$ cat src/rtl/series_pkg.sv
`default_nettype none
// ============================================================================
// Module   : series_pkg
// Purpose  : Shared types and constants for the series reduction path
//            (series_collector, series_reducer).
// Contents : bank_state_t - per-bank state {EMPTY, FILLING, FULL}
//            cnt_w()      - width needed to hold a word count 0..n
//            c_DEFAULT_*  - default frame geometry
// Revision : 1.0 - initial release
// ============================================================================
package series_pkg;

    typedef enum logic [1:0] {
        EMPTY   = 2'd0,
        FILLING = 2'd1,
        FULL    = 2'd2
    } bank_state_t;

    localparam int c_DEFAULT_WIDTH = 32;
    localparam int c_DEFAULT_N     = 32;

    // Count width: a frame holds 0..n words, so n+1 distinct values.
    function automatic int cnt_w(input int n);
        return $clog2(n + 1);
    endfunction

endpackage
`default_nettype wire

$ cat src/rtl/series_collector_if.sv
`default_nettype none
// ============================================================================
// Module   : series_collector_if
// Purpose  : Bundles the input word stream and the output frame handshake of
//            the series collector.
// Signals  : in_data/in_valid/in_last/in_ready  - word stream (valid/ready)
//            numbers/frame_sum/frame_count      - frame payload
//            frame_valid/frame_ready            - frame handshake
// Modports : master - stream source and frame sink (test/upstream side)
//            slave  - the collector itself
// Revision : 1.0 - initial release
// ============================================================================
interface series_collector_if #(
    parameter int N     = series_pkg::c_DEFAULT_N,
    parameter int WIDTH = series_pkg::c_DEFAULT_WIDTH
);
    import series_pkg::*;

    localparam int c_CNT_W = cnt_w(N);

    logic [WIDTH-1:0]          in_data;
    logic                      in_valid;
    logic                      in_last;
    logic                      in_ready;
    logic [N-1:0][WIDTH-1:0]   numbers;
    logic [WIDTH-1:0]          frame_sum;
    logic [c_CNT_W-1:0]        frame_count;
    logic                      frame_valid;
    logic                      frame_ready;

    modport master (
        output in_data, in_valid, in_last, frame_ready,
        input  in_ready, numbers, frame_sum, frame_count, frame_valid
    );

    modport slave (
        input  in_data, in_valid, in_last, frame_ready,
        output in_ready, numbers, frame_sum, frame_count, frame_valid
    );

endinterface
`default_nettype wire

$ cat src/rtl/series_bank.sv
`default_nettype none
// ============================================================================
// Module   : series_bank
// Purpose  : One frame buffer: N word slots, word count, running sum
//            (mod 2^WIDTH) and an EMPTY/FILLING/FULL state.
// Ports    : clk, reset      - clock, async active-low reset
//            i_wr_en         - accept i_wr_data into slot o_count
//            i_wr_data       - word to store
//            i_wr_last       - this word closes the frame early
//            i_clear         - frame popped: clear storage, go EMPTY
//            o_slots         - stored words, slot 0 first received
//            o_count/o_sum   - words held / their sum
//            o_state         - bank state
//            o_closing       - the current write closes this bank
// Revision : 1.0 - initial release
// ============================================================================
module series_bank
    import series_pkg::*;
#(
    parameter int N     = c_DEFAULT_N,
    parameter int WIDTH = c_DEFAULT_WIDTH
) (
    input  wire logic                     clk,
    input  wire logic                     reset,
    input  wire logic                     i_wr_en,
    input  wire logic [WIDTH-1:0]         i_wr_data,
    input  wire logic                     i_wr_last,
    input  wire logic                     i_clear,
    output logic      [N-1:0][WIDTH-1:0]  o_slots,
    output logic      [cnt_w(N)-1:0]      o_count,
    output logic      [WIDTH-1:0]         o_sum,
    output bank_state_t                   o_state,
    output logic                          o_closing
);

    localparam int c_CNT_W = cnt_w(N);

    bank_state_t                r_state;
    bank_state_t                w_state_nxt;
    logic [N-1:0][WIDTH-1:0]    r_slots;
    logic [c_CNT_W-1:0]         r_count;
    logic [WIDTH-1:0]           r_sum;

    // The N-th word closes the bank whether or not in_last is also set.
    assign o_closing = i_wr_en && (i_wr_last || (r_count == c_CNT_W'(N - 1)));

    always_comb begin
        w_state_nxt = r_state;
        if (i_clear) begin
            w_state_nxt = EMPTY;
        end else if (i_wr_en) begin
            w_state_nxt = o_closing ? FULL : FILLING;
        end
    end

    always_ff @(posedge clk or negedge reset) begin
        if (!reset) begin
            r_state <= EMPTY;
        end else begin
            r_state <= w_state_nxt;
        end
    end

    // Clearing on pop keeps unused slots of short frames at zero.
    always_ff @(posedge clk or negedge reset) begin
        if (!reset) begin
            r_slots <= '0;
            r_count <= '0;
            r_sum   <= '0;
        end else if (i_clear) begin
            r_slots <= '0;
            r_count <= '0;
            r_sum   <= '0;
        end else if (i_wr_en) begin
            for (int i = 0; i < N; i++) begin
                if (r_count == c_CNT_W'(i)) begin
                    r_slots[i] <= i_wr_data;
                end
            end
            r_count <= r_count + c_CNT_W'(1);
            r_sum   <= r_sum + i_wr_data;
        end
    end

    assign o_slots = r_slots;
    assign o_count = r_count;
    assign o_sum   = r_sum;
    assign o_state = r_state;

endmodule
`default_nettype wire

$ cat src/rtl/series_collector.sv
`default_nettype none
// ============================================================================
// Module   : series_collector
// Purpose  : Packs a valid/ready stream of WIDTH-bit words into frames of up
//            to N words using two ping-pong banks, presenting each frame with
//            its word count and sum (mod 2^WIDTH).
// Ports    : clk    - rising-edge clock
//            reset  - asynchronous active-low reset
//            bus    - series_collector_if.slave (stream in, frame out)
// Revision : 1.0 - initial release
// ============================================================================
module series_collector
    import series_pkg::*;
#(
    parameter int N     = c_DEFAULT_N,
    parameter int WIDTH = c_DEFAULT_WIDTH
) (
    input  wire logic           clk,
    input  wire logic           reset,
    series_collector_if.slave   bus
);

    localparam int c_CNT_W = cnt_w(N);

    logic                       r_wr_bank;
    logic                       r_rd_bank;

    bank_state_t                w_state   [2];
    logic [N-1:0][WIDTH-1:0]    w_slots   [2];
    logic [c_CNT_W-1:0]         w_count   [2];
    logic [WIDTH-1:0]           w_sum     [2];
    logic                       w_closing [2];
    logic                       w_wr_en   [2];
    logic                       w_clear   [2];

    logic                       w_in_ready;
    logic                       w_frame_valid;
    logic                       w_accept;
    logic                       w_pop;

    // Both flags come from registered bank state only, so neither in_valid
    // nor frame_ready has a combinational path to an output.
    assign w_in_ready    = (w_state[r_wr_bank] != FULL);
    assign w_frame_valid = (w_state[r_rd_bank] == FULL);
    assign w_accept      = bus.in_valid && w_in_ready;
    assign w_pop         = w_frame_valid && bus.frame_ready;

    generate
        for (genvar g = 0; g < 2; g++) begin : g_bank
            assign w_wr_en[g] = w_accept && (r_wr_bank == 1'(g));
            assign w_clear[g] = w_pop    && (r_rd_bank == 1'(g));

            series_bank #(
                .N     (N),
                .WIDTH (WIDTH)
            ) u_bank (
                .clk       (clk),
                .reset     (reset),
                .i_wr_en   (w_wr_en[g]),
                .i_wr_data (bus.in_data),
                .i_wr_last (bus.in_last),
                .i_clear   (w_clear[g]),
                .o_slots   (w_slots[g]),
                .o_count   (w_count[g]),
                .o_sum     (w_sum[g]),
                .o_state   (w_state[g]),
                .o_closing (w_closing[g])
            );
        end
    endgenerate

    // Pointers move independently; a close and a pop in the same cycle both
    // take effect, so the freshly closed bank is presented next cycle.
    always_ff @(posedge clk or negedge reset) begin
        if (!reset) begin
            r_wr_bank <= 1'b0;
            r_rd_bank <= 1'b0;
        end else begin
            if (w_closing[r_wr_bank]) begin
                r_wr_bank <= ~r_wr_bank;
            end
            if (w_pop) begin
                r_rd_bank <= ~r_rd_bank;
            end
        end
    end

    assign bus.in_ready    = w_in_ready;
    assign bus.frame_valid = w_frame_valid;
    assign bus.numbers     = w_slots[r_rd_bank];
    assign bus.frame_sum   = w_sum[r_rd_bank];
    assign bus.frame_count = w_count[r_rd_bank];

endmodule
`default_nettype wire

$ cat src/flat_wrapper.sv
// flat-port wrapper written by rule: the top's interface ports become plain ports
module series_collector_flat import series_pkg::*;
#(
    parameter int N     = c_DEFAULT_N,
    parameter int WIDTH = c_DEFAULT_WIDTH
)
  (clk, reset, bus_in_data, bus_in_valid, bus_in_last, bus_frame_ready, bus_in_ready, bus_numbers, bus_frame_sum, bus_frame_count, bus_frame_valid);
  series_collector_if #(.N(N), .WIDTH(WIDTH)) bus_i ();
  input  wire logic clk;
  input  wire logic reset;
  input wire logic [$bits(bus_i.in_data)-1:0] bus_in_data;
  input wire logic [$bits(bus_i.in_valid)-1:0] bus_in_valid;
  input wire logic [$bits(bus_i.in_last)-1:0] bus_in_last;
  input wire logic [$bits(bus_i.frame_ready)-1:0] bus_frame_ready;
  output wire logic [$bits(bus_i.in_ready)-1:0] bus_in_ready;
  output wire logic [$bits(bus_i.numbers)-1:0] bus_numbers;
  output wire logic [$bits(bus_i.frame_sum)-1:0] bus_frame_sum;
  output wire logic [$bits(bus_i.frame_count)-1:0] bus_frame_count;
  output wire logic [$bits(bus_i.frame_valid)-1:0] bus_frame_valid;
  assign bus_i.in_data = bus_in_data;
  assign bus_i.in_valid = bus_in_valid;
  assign bus_i.in_last = bus_in_last;
  assign bus_i.frame_ready = bus_frame_ready;
  assign bus_in_ready = bus_i.in_ready;
  assign bus_numbers = bus_i.numbers;
  assign bus_frame_sum = bus_i.frame_sum;
  assign bus_frame_count = bus_i.frame_count;
  assign bus_frame_valid = bus_i.frame_valid;
  series_collector #(.N(N), .WIDTH(WIDTH)) u_core (.clk(clk), .reset(reset), .bus(bus_i));
endmodule
$ cat config.mk
export PLATFORM = sky130hd
export DESIGN_NAME = series_collector_flat
export DESIGN_NICKNAME = d
export VERILOG_FILES = /design/src/rtl/series_pkg.sv /design/src/rtl/series_collector_if.sv /design/src/rtl/series_bank.sv /design/src/rtl/series_collector.sv /design/src/flat_wrapper.sv
export SDC_FILE = /design/constraint.sdc
export NUM_CORES = 2
export LEC_CHECK = 0
export CAP_MARGIN = 20
export CELL_PAD_IN_SITES_DETAIL_PLACEMENT = 0
export CELL_PAD_IN_SITES_GLOBAL_PLACEMENT = 1
export CORE_MARGIN = 8
export CORE_UTILIZATION = 33
export CTS_CLUSTER_DIAMETER = 30
export CTS_CLUSTER_SIZE = 10
export DETAILED_ROUTE_END_ITERATION = 8
export GPL_ROUTABILITY_DRIVEN = 0
export PLACE_DENSITY_LB_ADDON = 0.05
export SETUP_SLACK_MARGIN = 0.3
export SLEW_MARGIN = 20
export SYNTH_ARGS = -nofsm -noshare
export SYNTH_HDL_FRONTEND = slang
export SYNTH_SLANG_ARGS = --single-unit
$ cat constraint.sdc
create_clock -name clk -period 5.4 [get_ports clk]
set_clock_uncertainty 0.1 [all_clocks]
set_input_delay 1.08 -clock clk [delete_from_list [all_inputs] [get_ports clk]]
set_output_delay 1.08 -clock clk [all_outputs]
set_load 0.05 [all_outputs]
==> flow_metrics.py <==
metrics = {
    "outcome": {
        "run_status": "finished clean",
    },
    "logic_synthesis": {
        "synth_ff_type": "dfrtp_1",
        "synth_seq_cells": 2130,
        "avgSynthCellArea_um2": 8.95,
        "synthArstFlopShare_pct": 100,
        "syn_area_um2": 100000,
        "yosysTopAreaCell": "dfrtp_1",
        "synth_cell_types": 80,
        "synthTopCellsByArea": "dfrtp_1, nand2_1, mux2_2",
        "syn_nets": 11300,
        "synth_cells": 11200,
        "synth_edf_count": 0,
        "yosys_warnings": 0,
        "yosysSeqAreaShare_pct": 53.2,
        "yosys.area.top_type_share_pct": 53.2,
    },
    "worst_setup_path": {
        "crit_family": "buffers and inverters",
        "crit_type": "reg2out",
        "crit_required_ns": 4.22,
        "crit_path_end_kind": "primary output",
        "cp_max_fo": 70,
        "rr_worst_depth": 6,
        "cp.depth": 4,
        "crit_buf_inv": 3,
        "crit_arrival_ns": 3.77,
        "crit_chain": "buf_12 > buf_4 > mux2_2 > buf_4",
        "cp-start-kind": "flip-flop",
        "crit_slowest_cell": "dfrtp_4",
        "regToRegEndpoint": "u_core.g_bank[0].u_bank.o_slots[273]$_DFFE_PN0P_",
        "crit_top_cell": "buf_4",
        "max_stage_delay_ns": 0.88,
        "timing.rr.start": "u_core.r_rd_bank$_DFFE_PN0P_",
        "reg2reg_slack_ns": 2.01,
    },
    "finish": {
        "fin_area_um2": 135000,
        "nNetsFinal": 12300,
        "layout-drive-gt1-share_pct": 21.2,
        "layout_common_cells": "nand2_1, dfrtp_1, a21oi_1",
        "layout_commonest_cell": "nand2_1",
        "finalCoreUtilization_pct": 44.6,
        "nFillCells": 28700,
        "fin_cells": 16600,
        "syn2layout_area_growth_pct": 34.7,
    },
    "cts": {
        "htree_levels": 6,
        "root_buffer": "clkbuf_16",
        "clock-sinks": 2130,
        "clkSlewWorstSetupHoldPaths_ns": 0.04,
        "clkLatencyLatePin_ns": 1.00,
        "tritoncts": "yes",
        "cts_made_buffers": 600,
        "clk_path_buf_depth": 4,
    },
    "drt": {
        "drc": 0,
        "wl_per_cell_um": 28.9,
        "routed_via_density": 5.28,
        "drt-total-wl_um": 480000,
        "ant_nets": 0,
        "drt_iter0_drc": 8140,
        "vias": 87800,
        "drtPass1Iterations": 6,
    },
    "timing": {
        "layout_min_cycle_time_ns": 4.95,
        "whs_ns": 0.354,
        "tightest_slew_ns": 1.20,
        "setup_tns_ns": 0,
        "rsz0062_at_grt": "false",
        "max_freq_ghz": 0.202,
        "setup_slack_ns": 0.450,
        "setup_violations": 0,
        "relSlewSlack_pct": 19.9,
        "hold_viol_final": 0,
        "fin_crit_sh_pct": 91.7,
        "drv_slew": 0,
    },
    "floorplanning": {
        "coreArea_um2": 302000,
        "row_count": 202,
        "die_w_um": 567,
        "start_util_pct": 33.1,
        "die_h_um": 567,
        "fp.dieArea_um2": 321000,
        "io_pins": 1101,
    },
    "hold_path": {
        "hold_depth": 3,
        "min_from": "bus_in_data[21]",
        "min_to": "u_core.g_bank[1].u_bank.o_slots[181]$_DFFE_PN0P_",
        "min_path_type": "in2reg",
    },
    "power": {
        "ir_drop_mv": 0.541,
        "power_density_nw_per_um2": 583,
        "p_leak_nw": 59.9,
        "p_total_mw": 78.6,
    },
    "place": {
        "dp_cells": 15500,
        "place_area_um2": 114000,
        "hpwl_um": 296000,
        "pre_cts_slack_ns": 1.10,
        "io_buffers": 1100,
    },
    "global_route": {
        "grt_pass1_wl_um": 677000,
        "grt-ovfl-total": 0,
        "grt_usage_pct": 28.6,
        "grt_max_degree": 154,
        "antenna_found_initial": 28,
        "grt_pass1_vias": 87900,
    },
    "run": {
        "cap_violations": 0,
    },
}
==> flip-flops by register name, summed over array words and instances, names as in the netlist <==
name and flops:
u_core.g_bank.u_bank.o_state 4, u_core.r_wr_bank 1, u_core.g_bank.u_bank.o_slots 2048, u_core.g_bank.u_bank.o_sum 64, u_core.g_bank.u_bank.o_count 12, u_core.r_rd_bank 1
==> tightest hold or removal path: stages <==
cell and delay [ns]:
buf_4 0.18, nand2_1 0.08, a21oi_1 0.05
==> how the worst max path moves through the flow <==
stage | startpoint | end | slack, ns
global placement | bus_in_data[2] | u_core.g_bank[0].u_bank.o_sum[31]$_DFFE_PN0P_ | 0.97
CTS | u_core.r_rd_bank$_DFFE_PN0P_ | bus_numbers[451] | 0.29
global route | u_core.r_rd_bank$_DFFE_PN0P_ | bus_numbers[199] | 0.35
finish | u_core.r_rd_bank$_DFFE_PN0P_ | bus_numbers[572] | 0.45
detailed placement | bus_in_data[1] | u_core.g_bank[0].u_bank.o_sum[31]$_DFFE_PN0P_ | 1.10
floorplan | bus_in_data[1] | u_core.g_bank[0].u_bank.o_sum[18]$_DFFE_PN0P_ | 1.38
==> routing by layer <==
layer / vias to the layer above / track usage [%] / share of wire [%]
met5: - / 0 / 0.0050
met1: 44500 / 38.7 / 43
met2: 3633 / 43.8 / 45
li1: 38900 / - / -
met4: 4 / 12.6 / 4.8
met3: 745 / 6.78 / 7.8
==> cells in the mapped netlist, drive strengths merged (9+ instances only) <==
cell type and count:
nand2 4258, dfrtp 2130, a21oi 2120, mux2 1060
clkbuf 820, buf 212, o21ai 95, ha 70
nor2 65, and2 42, xor2 34, a21o 27
nand3 26, inv 20, xnor2 20, nor3 15
and3 14, nor2b 13, a31oi 11, nand2b 11
nand4 9
==> final cells by class <==
cell class / count / area (um2) / share of cell area, %
Sequential cell: 2130 / 53300 / 39.5
Multi-Input combinational cell: 7996 / 42900 / 31.8
Clock buffer: 889 / 17600 / 13.1
Timing Repair Buffer: 1414 / 13200 / 9.81
Tap cell: 3978 / 4980 / 3.69
Clock inverter: 197 / 2770 / 2.05
Inverter: 20 / 75.1 / 0.0557
Antenna cell: 6 / 15.0 / 0.0111
==> report_power, final <==
| part | leakage, nW | total [mW] | internal (mW) | switching, mW |
|---|---|---|---|---|
| registers | 29.3 | 20.4 | 18.7 | 1.72 |
| logic | 20.6 | 23.2 | 7.62 | 15.6 |
| clock network | 10.0 | 35.0 | 24.1 | 10.9 |
| total | 59.9 | 78.6 | 50.4 | 28.2 |
==> kinds of logic (layout without fill, tap and decap cells) <==
family | Yosys count | count (layout) | share of synthesized area (%)
simple gates | 4490 | 4490 | 17.3
compound gates | 2317 | 2317 | 11.9
flops | 2130 | 2130 | 53.2
mux | 1063 | 1063 | 12.0
buf+inv | 1052 | 2520 | 4.15
fa+ha+maj | 72 | 72 | 0.915
xor+xnor | 54 | 54 | 0.472
other cells | 0 | 6 | 0
==> what timing repair did <==
action,in CTS,in global routing
buffers inserted,1,0
gates cloned,0,0
gates resized for setup,2,2
endpoints found under the hold margin,35,0
pin swaps,0,0
hold buffers,1,0
setup endpoints to repair,366,2
Note: power is estimated with default switching activity, not from simulation.
